`src/rtl/murax_pwm_pkg.sv`:
```
// murax_pwm_pkg
// Shared constants for the Murax multi-channel PWM peripheral:
//   - APB register byte offsets (CTRL, PRESCALE, PERIOD, STATUS, DUTY_BASE)
//   - bit positions inside CTRL and STATUS
//   - counting-direction enum used by the timebase
package murax_pwm_pkg;

  localparam int unsigned REG_CTRL      = 32'h00;
  localparam int unsigned REG_PRESCALE  = 32'h04;
  localparam int unsigned REG_PERIOD    = 32'h08;
  localparam int unsigned REG_STATUS    = 32'h0C;
  localparam int unsigned REG_DUTY_BASE = 32'h10;

  localparam int CTRL_EN         = 0;
  localparam int CTRL_CENTER     = 1;
  localparam int CTRL_IRQEN      = 2;
  localparam int CTRL_INVERT_LSB = 8;

  localparam int STATUS_WRAP = 0;
  localparam int STATUS_DIR  = 1;

  typedef enum logic {
    DIR_UP   = 1'b0,
    DIR_DOWN = 1'b1
  } dir_e;

endpackage

```
`src/rtl/murax_pwm_timebase.sv`:
```
// murax_pwm_timebase
// Shared prescaler + period counter for all PWM channels, with edge- or
// center-aligned counting and update-event generation.
// Ports:
//   clk, rst      clock, asynchronous active-high reset
//   en            counting enable; while low everything is held at 0 / up
//   center        1 = triangle (up/down) counting, 0 = sawtooth
//   prescale      prescaler terminal value (tick every prescale+1 cycles)
//   period        active period value
//   cnt           current counter value
//   dir           current counting direction
//   update        high in the cycle of a period boundary (shadow reload point)
module murax_pwm_timebase
  import murax_pwm_pkg::*;
#(
  parameter int CNT_WIDTH = 16
) (
  input  logic                 clk,
  input  logic                 rst,
  input  logic                 en,
  input  logic                 center,
  input  logic [CNT_WIDTH-1:0] prescale,
  input  logic [CNT_WIDTH-1:0] period,
  output logic [CNT_WIDTH-1:0] cnt,
  output dir_e                 dir,
  output logic                 update
);

  logic [CNT_WIDTH-1:0] presc;
  logic                 tick;

  assign tick = en && (presc == prescale);

  // Period boundary: top of the sawtooth in edge mode, bottom of the
  // triangle (on the way down) in center mode. A zero period in center
  // mode parks the counter at 0, so every tick is a boundary.
  always_comb begin
    update = 1'b0;
    if (tick) begin
      if (!center) begin
        update = (cnt == period);
      end else begin
        update = (period == '0) || ((cnt == '0) && (dir == DIR_DOWN));
      end
    end
  end

  // Prescaler and counter. Disabling holds the whole timebase at its
  // start position so the next enable begins a fresh period. The turnaround
  // in center mode happens on the tick that leaves the end value, so both
  // end values are held for exactly one tick.
  always_ff @(posedge clk or posedge rst) begin
    if (rst) begin
      presc <= '0;
      cnt   <= '0;
      dir   <= DIR_UP;
    end else if (!en) begin
      presc <= '0;
      cnt   <= '0;
      dir   <= DIR_UP;
    end else begin
      presc <= tick ? '0 : presc + 1'b1;
      if (tick) begin
        if (!center) begin
          dir <= DIR_UP;
          cnt <= (cnt == period) ? '0 : cnt + 1'b1;
        end else if (period == '0) begin
          dir <= DIR_UP;
          cnt <= '0;
        end else if (dir == DIR_UP) begin
          if (cnt == period) begin
            dir <= DIR_DOWN;
            cnt <= cnt - 1'b1;
          end else begin
            cnt <= cnt + 1'b1;
          end
        end else begin
          if (cnt == '0) begin
            dir <= DIR_UP;
            cnt <= cnt + 1'b1;
          end else begin
            cnt <= cnt - 1'b1;
          end
        end
      end
    end
  end

endmodule

```
`src/rtl/murax_pwm_apb.sv`:
```
// murax_pwm_apb
// APB3-mapped multi-channel PWM peripheral. Holds the register file, the
// pending/active shadow copies of period and duty, the per-channel
// comparators and the registered output pins.
// Ports:
//   io_mainClk, io_asyncReset   clock, asynchronous active-high reset
//   io_apb_*                    zero-wait-state APB3 slave
//   io_pwm_pins                 registered PWM outputs, one per channel
//   io_interrupt                WRAP flag gated by IRQEN
module murax_pwm_apb
  import murax_pwm_pkg::*;
#(
  parameter int CHANNELS   = 4,
  parameter int CNT_WIDTH  = 16,
  parameter int ADDR_WIDTH = 8
) (
  input  logic                  io_mainClk,
  input  logic                  io_asyncReset,
  input  logic [ADDR_WIDTH-1:0] io_apb_PADDR,
  input  logic                  io_apb_PSEL,
  input  logic                  io_apb_PENABLE,
  input  logic                  io_apb_PWRITE,
  input  logic [31:0]           io_apb_PWDATA,
  output logic [31:0]           io_apb_PRDATA,
  output logic                  io_apb_PREADY,
  output logic                  io_apb_PSLVERR,
  output logic [CHANNELS-1:0]   io_pwm_pins,
  output logic                  io_interrupt
);

  logic clk;
  logic rst;
  assign clk = io_mainClk;
  assign rst = io_asyncReset;

  logic                 ctrl_en;
  logic                 ctrl_center;
  logic                 ctrl_irqen;
  logic [CHANNELS-1:0]  invert;
  logic [CNT_WIDTH-1:0] prescale;
  logic [CNT_WIDTH-1:0] period_pend;
  logic [CNT_WIDTH-1:0] period_act;
  logic [CNT_WIDTH-1:0] duty_pend [CHANNELS];
  logic [CNT_WIDTH-1:0] duty_act  [CHANNELS];
  logic                 wrap;

  logic [CNT_WIDTH-1:0] cnt;
  dir_e                 dir;
  logic                 update;
  logic [CHANNELS-1:0]  raw;

  logic                 wr;
  logic                 sel_ctrl;
  logic                 sel_prescale;
  logic                 sel_period;
  logic                 sel_status;
  logic [CHANNELS-1:0]  duty_hit;
  logic [CNT_WIDTH-1:0] wdata_cnt;

  // Only the low CNT_WIDTH bits and the CTRL fields are stored.
  logic unused_pwdata;
  assign unused_pwdata = ^io_apb_PWDATA;

  assign io_apb_PREADY  = 1'b1;
  assign io_apb_PSLVERR = 1'b0;
  assign io_interrupt   = wrap & ctrl_irqen;

  assign wr           = io_apb_PSEL & io_apb_PENABLE & io_apb_PWRITE;
  assign sel_ctrl     = (io_apb_PADDR == ADDR_WIDTH'(REG_CTRL));
  assign sel_prescale = (io_apb_PADDR == ADDR_WIDTH'(REG_PRESCALE));
  assign sel_period   = (io_apb_PADDR == ADDR_WIDTH'(REG_PERIOD));
  assign sel_status   = (io_apb_PADDR == ADDR_WIDTH'(REG_STATUS));
  assign wdata_cnt    = io_apb_PWDATA[CNT_WIDTH-1:0];

  always_comb begin
    for (int i = 0; i < CHANNELS; i++) begin
      duty_hit[i] = (io_apb_PADDR == ADDR_WIDTH'(REG_DUTY_BASE + 4 * i));
    end
  end

  murax_pwm_timebase #(
    .CNT_WIDTH(CNT_WIDTH)
  ) u_timebase (
    .clk     (clk),
    .rst     (rst),
    .en      (ctrl_en),
    .center  (ctrl_center),
    .prescale(prescale),
    .period  (period_act),
    .cnt     (cnt),
    .dir     (dir),
    .update  (update)
  );

  // Software-visible registers. WRAP is sticky; a period boundary in the
  // same cycle as a write-1-to-clear keeps the flag set so no wrap is lost.
  always_ff @(posedge clk or posedge rst) begin
    if (rst) begin
      ctrl_en     <= 1'b0;
      ctrl_center <= 1'b0;
      ctrl_irqen  <= 1'b0;
      invert      <= '0;
      prescale    <= '0;
      period_pend <= '0;
      wrap        <= 1'b0;
      for (int i = 0; i < CHANNELS; i++) begin
        duty_pend[i] <= '0;
      end
    end else begin
      if (wr && sel_ctrl) begin
        ctrl_en     <= io_apb_PWDATA[CTRL_EN];
        ctrl_center <= io_apb_PWDATA[CTRL_CENTER];
        ctrl_irqen  <= io_apb_PWDATA[CTRL_IRQEN];
        invert      <= io_apb_PWDATA[CTRL_INVERT_LSB +: CHANNELS];
      end
      if (wr && sel_prescale) begin
        prescale <= wdata_cnt;
      end
      if (wr && sel_period) begin
        period_pend <= wdata_cnt;
      end
      for (int i = 0; i < CHANNELS; i++) begin
        if (wr && duty_hit[i]) begin
          duty_pend[i] <= wdata_cnt;
        end
      end
      if (update) begin
        wrap <= 1'b1;
      end else if (wr && sel_status && io_apb_PWDATA[STATUS_WRAP]) begin
        wrap <= 1'b0;
      end
    end
  end

  // Active copies only change at a period boundary so a running waveform
  // never sees a half-applied setting; while disabled they track pending
  // continuously so the first enabled period already uses fresh values.
  always_ff @(posedge clk or posedge rst) begin
    if (rst) begin
      period_act <= '0;
      for (int i = 0; i < CHANNELS; i++) begin
        duty_act[i] <= '0;
      end
    end else if (!ctrl_en || update) begin
      period_act <= period_pend;
      for (int i = 0; i < CHANNELS; i++) begin
        duty_act[i] <= duty_pend[i];
      end
    end
  end

  always_comb begin
    for (int i = 0; i < CHANNELS; i++) begin
      raw[i] = (cnt < duty_act[i]);
    end
  end

  // Registered pins keep the board outputs glitch-free; a disabled channel
  // rests at its inactive level, which is the INVERT bit.
  always_ff @(posedge clk or posedge rst) begin
    if (rst) begin
      io_pwm_pins <= '0;
    end else begin
      io_pwm_pins <= (ctrl_en ? raw : '0) ^ invert;
    end
  end

  // Combinational read mux; PERIOD and DUTY read back the pending values.
  always_comb begin
    io_apb_PRDATA = '0;
    if (io_apb_PSEL) begin
      if (sel_ctrl) begin
        io_apb_PRDATA[CTRL_EN]                        = ctrl_en;
        io_apb_PRDATA[CTRL_CENTER]                    = ctrl_center;
        io_apb_PRDATA[CTRL_IRQEN]                     = ctrl_irqen;
        io_apb_PRDATA[CTRL_INVERT_LSB +: CHANNELS]    = invert;
      end else if (sel_prescale) begin
        io_apb_PRDATA = 32'(prescale);
      end else if (sel_period) begin
        io_apb_PRDATA = 32'(period_pend);
      end else if (sel_status) begin
        io_apb_PRDATA[STATUS_WRAP] = wrap;
        io_apb_PRDATA[STATUS_DIR]  = (dir == DIR_DOWN);
      end else begin
        for (int i = 0; i < CHANNELS; i++) begin
          if (duty_hit[i]) begin
            io_apb_PRDATA = 32'(duty_pend[i]);
          end
        end
      end
    end
  end

endmodule

```
`config.mk`:
```
export PLATFORM = sky130hd
export DESIGN_NAME = murax_pwm_apb
export DESIGN_NICKNAME = d
export VERILOG_FILES = /design/src/rtl/murax_pwm_pkg.sv /design/src/rtl/murax_pwm_timebase.sv /design/src/rtl/murax_pwm_apb.sv
export SDC_FILE = /design/constraint.sdc
export NUM_CORES = 1
export LEC_CHECK = 0
export CORE_MARGIN = 3
export CORE_UTILIZATION = 30
export DETAILED_ROUTE_END_ITERATION = 7
export PLACE_DENSITY = 0.55
export SLEW_MARGIN = 20
export SYNTH_ARGS = -nofsm -noshare
export SYNTH_HDL_FRONTEND = slang
export SYNTH_HIERARCHICAL = 1
export SYNTH_SLANG_ARGS = --single-unit
export TNS_END_PERCENT = 100
```
`constraint.sdc`:
```
create_clock -name io_mainClk -period 8.6 [get_ports io_mainClk]
set_input_delay 1.72 -clock io_mainClk [delete_from_list [all_inputs] [get_ports io_mainClk]]
set_output_delay 1.72 -clock io_mainClk [all_outputs]
set_load 0.03 [all_outputs]
```
==> results of run 1 <==
## kinds of logic (layout without fill, tap and decap cells)
group / after synthesis / after routing / share of synthesized area [%]
and+or+nand+nor: 343 / 343 / 14.6
xor gates and xnor gates: 46 / 46 / 3.23
other: 2 / 18 / 0.0602
DFF: 221 / 221 / 44.3
buffers and inverters: 160 / 185 / 6.26
AOI/OAI and AO/OA: 239 / 239 / 12.5
adders and majority gates: 64 / 64 / 6.42
muxes: 137 / 137 / 12.6
## path summary, 6_finish.rpt
check,endpoint,slack [ns],cells after the start
min in group asynchronous,duty_pend[37],1.79,2
hold reg to reg,wrap,0.50,1
setup / recovery,io_apb_PRDATA[7],1.71,6
max in group asynchronous,duty_act[41],5.32,3
hold / removal,wrap,0.50,1
setup reg to reg,duty_act[37],4.12,10
## power by group
group | total (uW) | switching [uW] | internal [uW]
clock network | 1190 | 438 | 748
logic | 182 | 125 | 56.8
registers | 1070 | 12.2 | 1060
## synth_stat cells (7+ instances only)
| library cell | count | area share (%) |
|---|---|---|
| a21o_1 | 9 | 0.54 |
| a21oi_1 | 52 | 2.1 |
| a222oi_1 | 8 | 0.64 |
| and2_1 | 7 | 0.35 |
| and3_1 | 8 | 0.40 |
| and4_1 | 8 | 0.56 |
| buf_2 | 14 | 0.56 |
| buf_4 | 23 | 1.4 |
| clkbuf_1 | 32 | 0.96 |
| dfrtp_1 | 221 | 44 |
| ha_1 | 64 | 6.4 |
| inv_1 | 75 | 2.3 |
| mux2_2 | 124 | 11 |
| mux2i_1 | 7 | 0.56 |
| nand2_1 | 108 | 3.2 |
| nand2b_1 | 15 | 0.75 |
| nand3_1 | 24 | 0.96 |
| nand4_1 | 11 | 0.55 |
| nor2_1 | 71 | 2.1 |
| nor2b_1 | 8 | 0.40 |
| nor3_1 | 16 | 0.64 |
| nor3b_1 | 9 | 0.54 |
| nor4_1 | 17 | 0.85 |
| o211ai_1 | 9 | 0.54 |
| o21ai_0 | 83 | 3.3 |
| o31ai_1 | 10 | 0.60 |
| xor2_1 | 40 | 2.8 |
## layer usage
metal  up-vias  wire (um)  global-route usage, %
met5         -          0                      0
met4         0        973                   4.67
met3        53       2000                   2.31
met2       266      16100                   24.8
met1      4790      17800                   24.7
li1       4358          -                      -
## metrics by stage
step / cell area (um2) / cells
after CTS: 14200 / 1785
final: 14200 / 1785
after floorplan: 12500 / 1228
after detailed placement: 13300 / 1737
after global routing: 14200 / 1785
after global placement: 13300 / 1737
## cell type report
type                       count  area, um2
clock buffer                  42        832
clock inverter                 6        109
fill                        4142      26700
inverter                      76        293
multi-input combinational    847       6240
sequential                   221       5530
tap                          532        666
timing repair buffer          61        576
## registers in the layout, indices dropped and copies added, names as in the netlist
name and flops:
duty_pend 64, ctrl_center 1, invert 4, u_timebase/presc 16, period_act 16, wrap 1
period_pend 16, prescale 16, u_timebase/dir 1, io_pwm_pins 4, ctrl_en 1, u_timebase/cnt 16
ctrl_irqen 1, duty_act 64
## critical path, delay by kind of cell
family / cells / cell delay (ns)
simple gates: 3 / 1.84
buf+inv: 2 / 1.30
compound gates: 1 / 0.30
==> impl_metrics.env, run 1 <==
export IMPL_place_ws_ns=1.69
export IMPL_die_area_um2=44100
export IMPL_syn_area_um2=12500
export IMPL_dieWidth_um=210
export IMPL_hold_viol_final=0
export IMPL_worstHoldPathType="flip-flop to flip-flop"
export IMPL_synth_edf_count=0
export IMPL_drt_iter0_markers=851
export IMPL_route_detailed_drc=0
export IMPL_antenna_found_initial=0
export IMPL_grt_pass1_wl_mm=57.2
export IMPL_maxCapViolCount=0
export IMPL_area_delta_synth_final_pct=14.1
export IMPL_cts_sinks=221
export IMPL_grt_pass1_vias=9312
export IMPL_crit_path_max_incr_delay_ns=0.79
export IMPL_yosys_register_bits=221
export IMPL_drv_slew=0
export IMPL_hp_start="wrap"
export IMPL_hold_buffers=0
export IMPL_worst_slack_ns=1.71
export IMPL_clk_latency_ns=0.54
export IMPL_grt_max_degree=119
export IMPL_ir_drop_v=0.000123
export IMPL_via_per_inst=5.30
export IMPL_arrival_ns=5.17
export IMPL_hold_slack_ns=0.502
export IMPL_rsz0062_at_grt="false"
export IMPL_n_antenna_cell=0
export IMPL_totalPowerFinal_uw=2440
export IMPL_cp_slowest_cell="or3b_1"
export IMPL_path_clk_slew_ns=0.06
export IMPL_io_pins=84
export IMPL_fp_coreArea_um2=40900
export IMPL_grt_usage_pct=16.5
export IMPL_ant_nets=0
export IMPL_tns_ns=0
export IMPL_synth_distinct_cells=84
export IMPL_final_util_pct=34.8
export IMPL_overflow=0
export IMPL_postSynth_asyncResetShare_pct=100
export IMPL_post_dp_hpwl_mm=25.7
export IMPL_path_common_cell="clkdlybuf4s50_1"
export IMPL_ctsHtreeMaxLevel=1
export IMPL_gp_congestion=0.878
export IMPL_dr_pass1_iters=5
export IMPL_io_buffers=49
export IMPL_max_clock_path_buffers=3
export IMPL_crit_type="primary input to primary output"
export IMPL_wl_per_cell_um=20.6
export IMPL_period_share_pct=80.1
export IMPL_setup_violations=0
export IMPL_die_h_um=210
export IMPL_final_cell_mix="dfrtp_1 (221), mux2_2 (124), nand2_1 (108)"
export IMPL_synth_seq_area_share_pct=44.3
export IMPL_power_density_nw_per_um2=171
export IMPL_r2r_start="u_timebase/presc[11]"
export IMPL_critPathMaxFanout=18
export IMPL_syn_area_per_cell_um2=10.3
export IMPL_min_period_ns=6.89
export IMPL_row_count=74
export IMPL_clock_root_buffer="clkbuf_16"
export IMPL_status="finished, final reports clean"
export IMPL_wl_mm=36.8
export IMPL_relSlewSlack_pct=29.6
export IMPL_cts_tree="done"
export IMPL_drive_gt1_share_pct=16.8
export IMPL_max_freq_mhz=145
export IMPL_syn_inst=1212
export IMPL_cp_start_kind="primary input"
export IMPL_worst_pin_slew_ns=1.05
export IMPL_ctsResizeCount=0
export IMPL_layout_commonest_cell="dfrtp_1"
export IMPL_postCtsSetupRepairBufs=0
export IMPL_numCtsBuffers=27
export IMPL_p_leak_uw=0.00659
export IMPL_num_vias=9467
export IMPL_critPathCaptureType="primary output"
export IMPL_cp_required_ns=6.88
export IMPL_finClkSkew_ns=0.0154
export IMPL_path_cells="clkdlybuf4s50_1 -> or3b_1 -> nor3_4 -> a222oi_1 -> nor3b_1 -> clkdlybuf4s50_1"
export IMPL_nets=1343
export IMPL_critPathLaunch="io_apb_PADDR[3]"
export IMPL_yosysWarningCount=6
export IMPL_synthFlopType="dfrtp_1"
export IMPL_initial_core_util_pct=30.5
Note: power is estimated with default switching activity, not from simulation.
==> run 2, diff against run 1 <==
PLACE_DENSITY = 0.57   (was 0.55)
clock period = 5.8 ns   (was 8.6 ns; I/O delays follow)
==> run 2 against run 1 <==
Against the previous run: count of clock-buffer cells in the layout is 7 lower; worst setup slack worse by 1.1 ns; clock power is 47% higher; cell count is 0.39% higher; register-to-register slack worse by 2.3 ns; total power is 48% higher; die area stayed put; utilization is 0.13 points higher; largest cell class unchanged.
==> impl_metrics.env, run 2 (synthesis results as in run 1) <==
export IMPL_max_clock_path_buffers=3
export IMPL_io_pins=84
export IMPL_crit_type="primary input to primary output"
export IMPL_critPathCaptureType="primary output"
export IMPL_dieWidth_um=210
export IMPL_io_buffers=49
export IMPL_p_clk_share_pct=48.6
export IMPL_ctsResizeCount=0
export IMPL_maxCapViolCount=0
export IMPL_p_switching_uw=875
export IMPL_num_vias=9506
export IMPL_worst_slack_ns=0.610
export IMPL_rsz0062_at_grt="false"
export IMPL_route_detailed_drc=0
export IMPL_power_density_nw_per_um2=252
export IMPL_combPwrFrac_pct=7.5
export IMPL_seq_power_share_pct=43.9
export IMPL_cp_start_kind="primary input"
export IMPL_p_leak_uw=0.00665
export IMPL_drv_slew=0
export IMPL_gp_congestion=0.867
export IMPL_grt_pass1_vias=9123
export IMPL_tns_ns=0
export IMPL_initial_core_util_pct=30.5
export IMPL_antenna_found_initial=0
export IMPL_ant_nets=0
export IMPL_drt_iter0_markers=929
export IMPL_status="finished, final reports clean"
export IMPL_cts_tree="done"
export IMPL_overflow=0
export IMPL_finClkSkew_ns=0.0196
export IMPL_internal_power_uw=2730
export IMPL_grt_pass1_wl_mm=56.0
export IMPL_wl_mm=36.5
export IMPL_hold_viol_final=0
export IMPL_ir_drop_v=0.000217
export IMPL_critPathMaxFanout=15
export IMPL_relSlewSlack_pct=35.3
export IMPL_n_antenna_cell=0
export IMPL_die_area_um2=44100
export IMPL_totalPowerFinal_uw=3610
export IMPL_setup_violations=0
export IMPL_period_share_pct=89.5
export IMPL_cts_sinks=221
export IMPL_grt_max_degree=189
export IMPL_drive_gt1_share_pct=18.5
export IMPL_die_h_um=210
export IMPL_layout_commonest_cell="dfrtp_1"
export IMPL_via_per_inst=5.30
export IMPL_nets=1349
export IMPL_path_clk_slew_ns=0.06
export IMPL_area_delta_synth_final_pct=14.5
export IMPL_max_freq_mhz=193
export IMPL_post_dp_hpwl_mm=25.3
export IMPL_numCtsBuffers=26
export IMPL_grt_usage_pct=16.2
export IMPL_wl_per_cell_um=20.3
export IMPL_hold_buffers=0
export IMPL_row_count=74
export IMPL_arrival_ns=4.03
export IMPL_swShare_pct=24.2
export IMPL_fp_coreArea_um2=40900
export IMPL_largestRegisters="duty_act (64), duty_pend (64)"
export IMPL_min_period_ns=5.19
export IMPL_final_cell_mix="dfrtp_1 (221), mux2_2 (124), nand2_1 (108)"
export IMPL_worst_pin_slew_ns=0.968
export IMPL_worstHoldPathType="flip-flop to flip-flop"
export IMPL_clk_latency_ns=0.55
export IMPL_rrSetupSlack_ns=1.87
export IMPL_dr_pass1_iters=6
export IMPL_clock_root_buffer="clkbuf_16"
export IMPL_placed_area_um2=13300
export IMPL_ctsHtreeMaxLevel=1
export IMPL_postCtsSetupRepairBufs=0
export IMPL_final_area_um2=14300
export IMPL_cp_required_ns=4.64
export IMPL_place_ws_ns=0.645
export IMPL_hold_slack_ns=0.517
-- run 2: per-stage QoR --
stage	utilization, %	cells
after CTS	34.9	1791
after detailed placement	32.6	1743
after global placement	32.6	1743
after global routing	34.9	1792
final	34.9	1792
after floorplan	-	1228
-- run 2: worst max-delay path, cell delays in order --
cell and delay (ns):
clkdlybuf4s50_1 0.53, or3b_1 0.74, nor3_4 0.72, a222oi_1 0.33, nor3b_1 0.31, buf_4 0.21
-- run 2: per-layer routing --
| metal | global-route usage (%) | share of wire, % | up-vias |
|---|---|---|---|
| li1 | - | - | 4361 |
| met5 | 0 | 0 | - |
| met4 | 3.49 | 2.0 | 0 |
| met3 | 2.29 | 5.3 | 44 |
| met1 | 24.6 | 48 | 4834 |
| met2 | 24.7 | 45 | 267 |
-- run 2: power groups by stage --
stage	Combinational (uW)	Sequential [uW]	Clock [uW]
after floorplan	184	1600	0
after global placement	264	1610	0
after detailed placement	269	1610	0
after CTS	270	1580	1790
after global routing	294	1580	1860
final	271	1580	1750
-- run 2: area by class of cell --
type / count / area [um2]
well taps: 532 / 666
clock buffers: 35 / 744
inverters: 76 / 289
repair buffers: 68 / 638
flip-flops and latches: 221 / 5530
clock inverters: 13 / 189
fillers: 4164 / 26600
multi-input cells: 847 / 6240
-- run 2: worst paths after layout --
path | from | to | cells after the start
worst max-delay path | io_apb_PADDR[1] | io_apb_PRDATA[6] | 6
worst min-delay path | duty_act[16] | duty_act[16] | 1
worst max register to register | u_timebase/presc[11] | period_act[11] | 9
worst min register to register | duty_act[16] | duty_act[16] | 1
max in group asynchronous | io_asyncReset | io_pwm_pins[3] | 4
min in group asynchronous | io_asyncReset | duty_pend[51] | 3
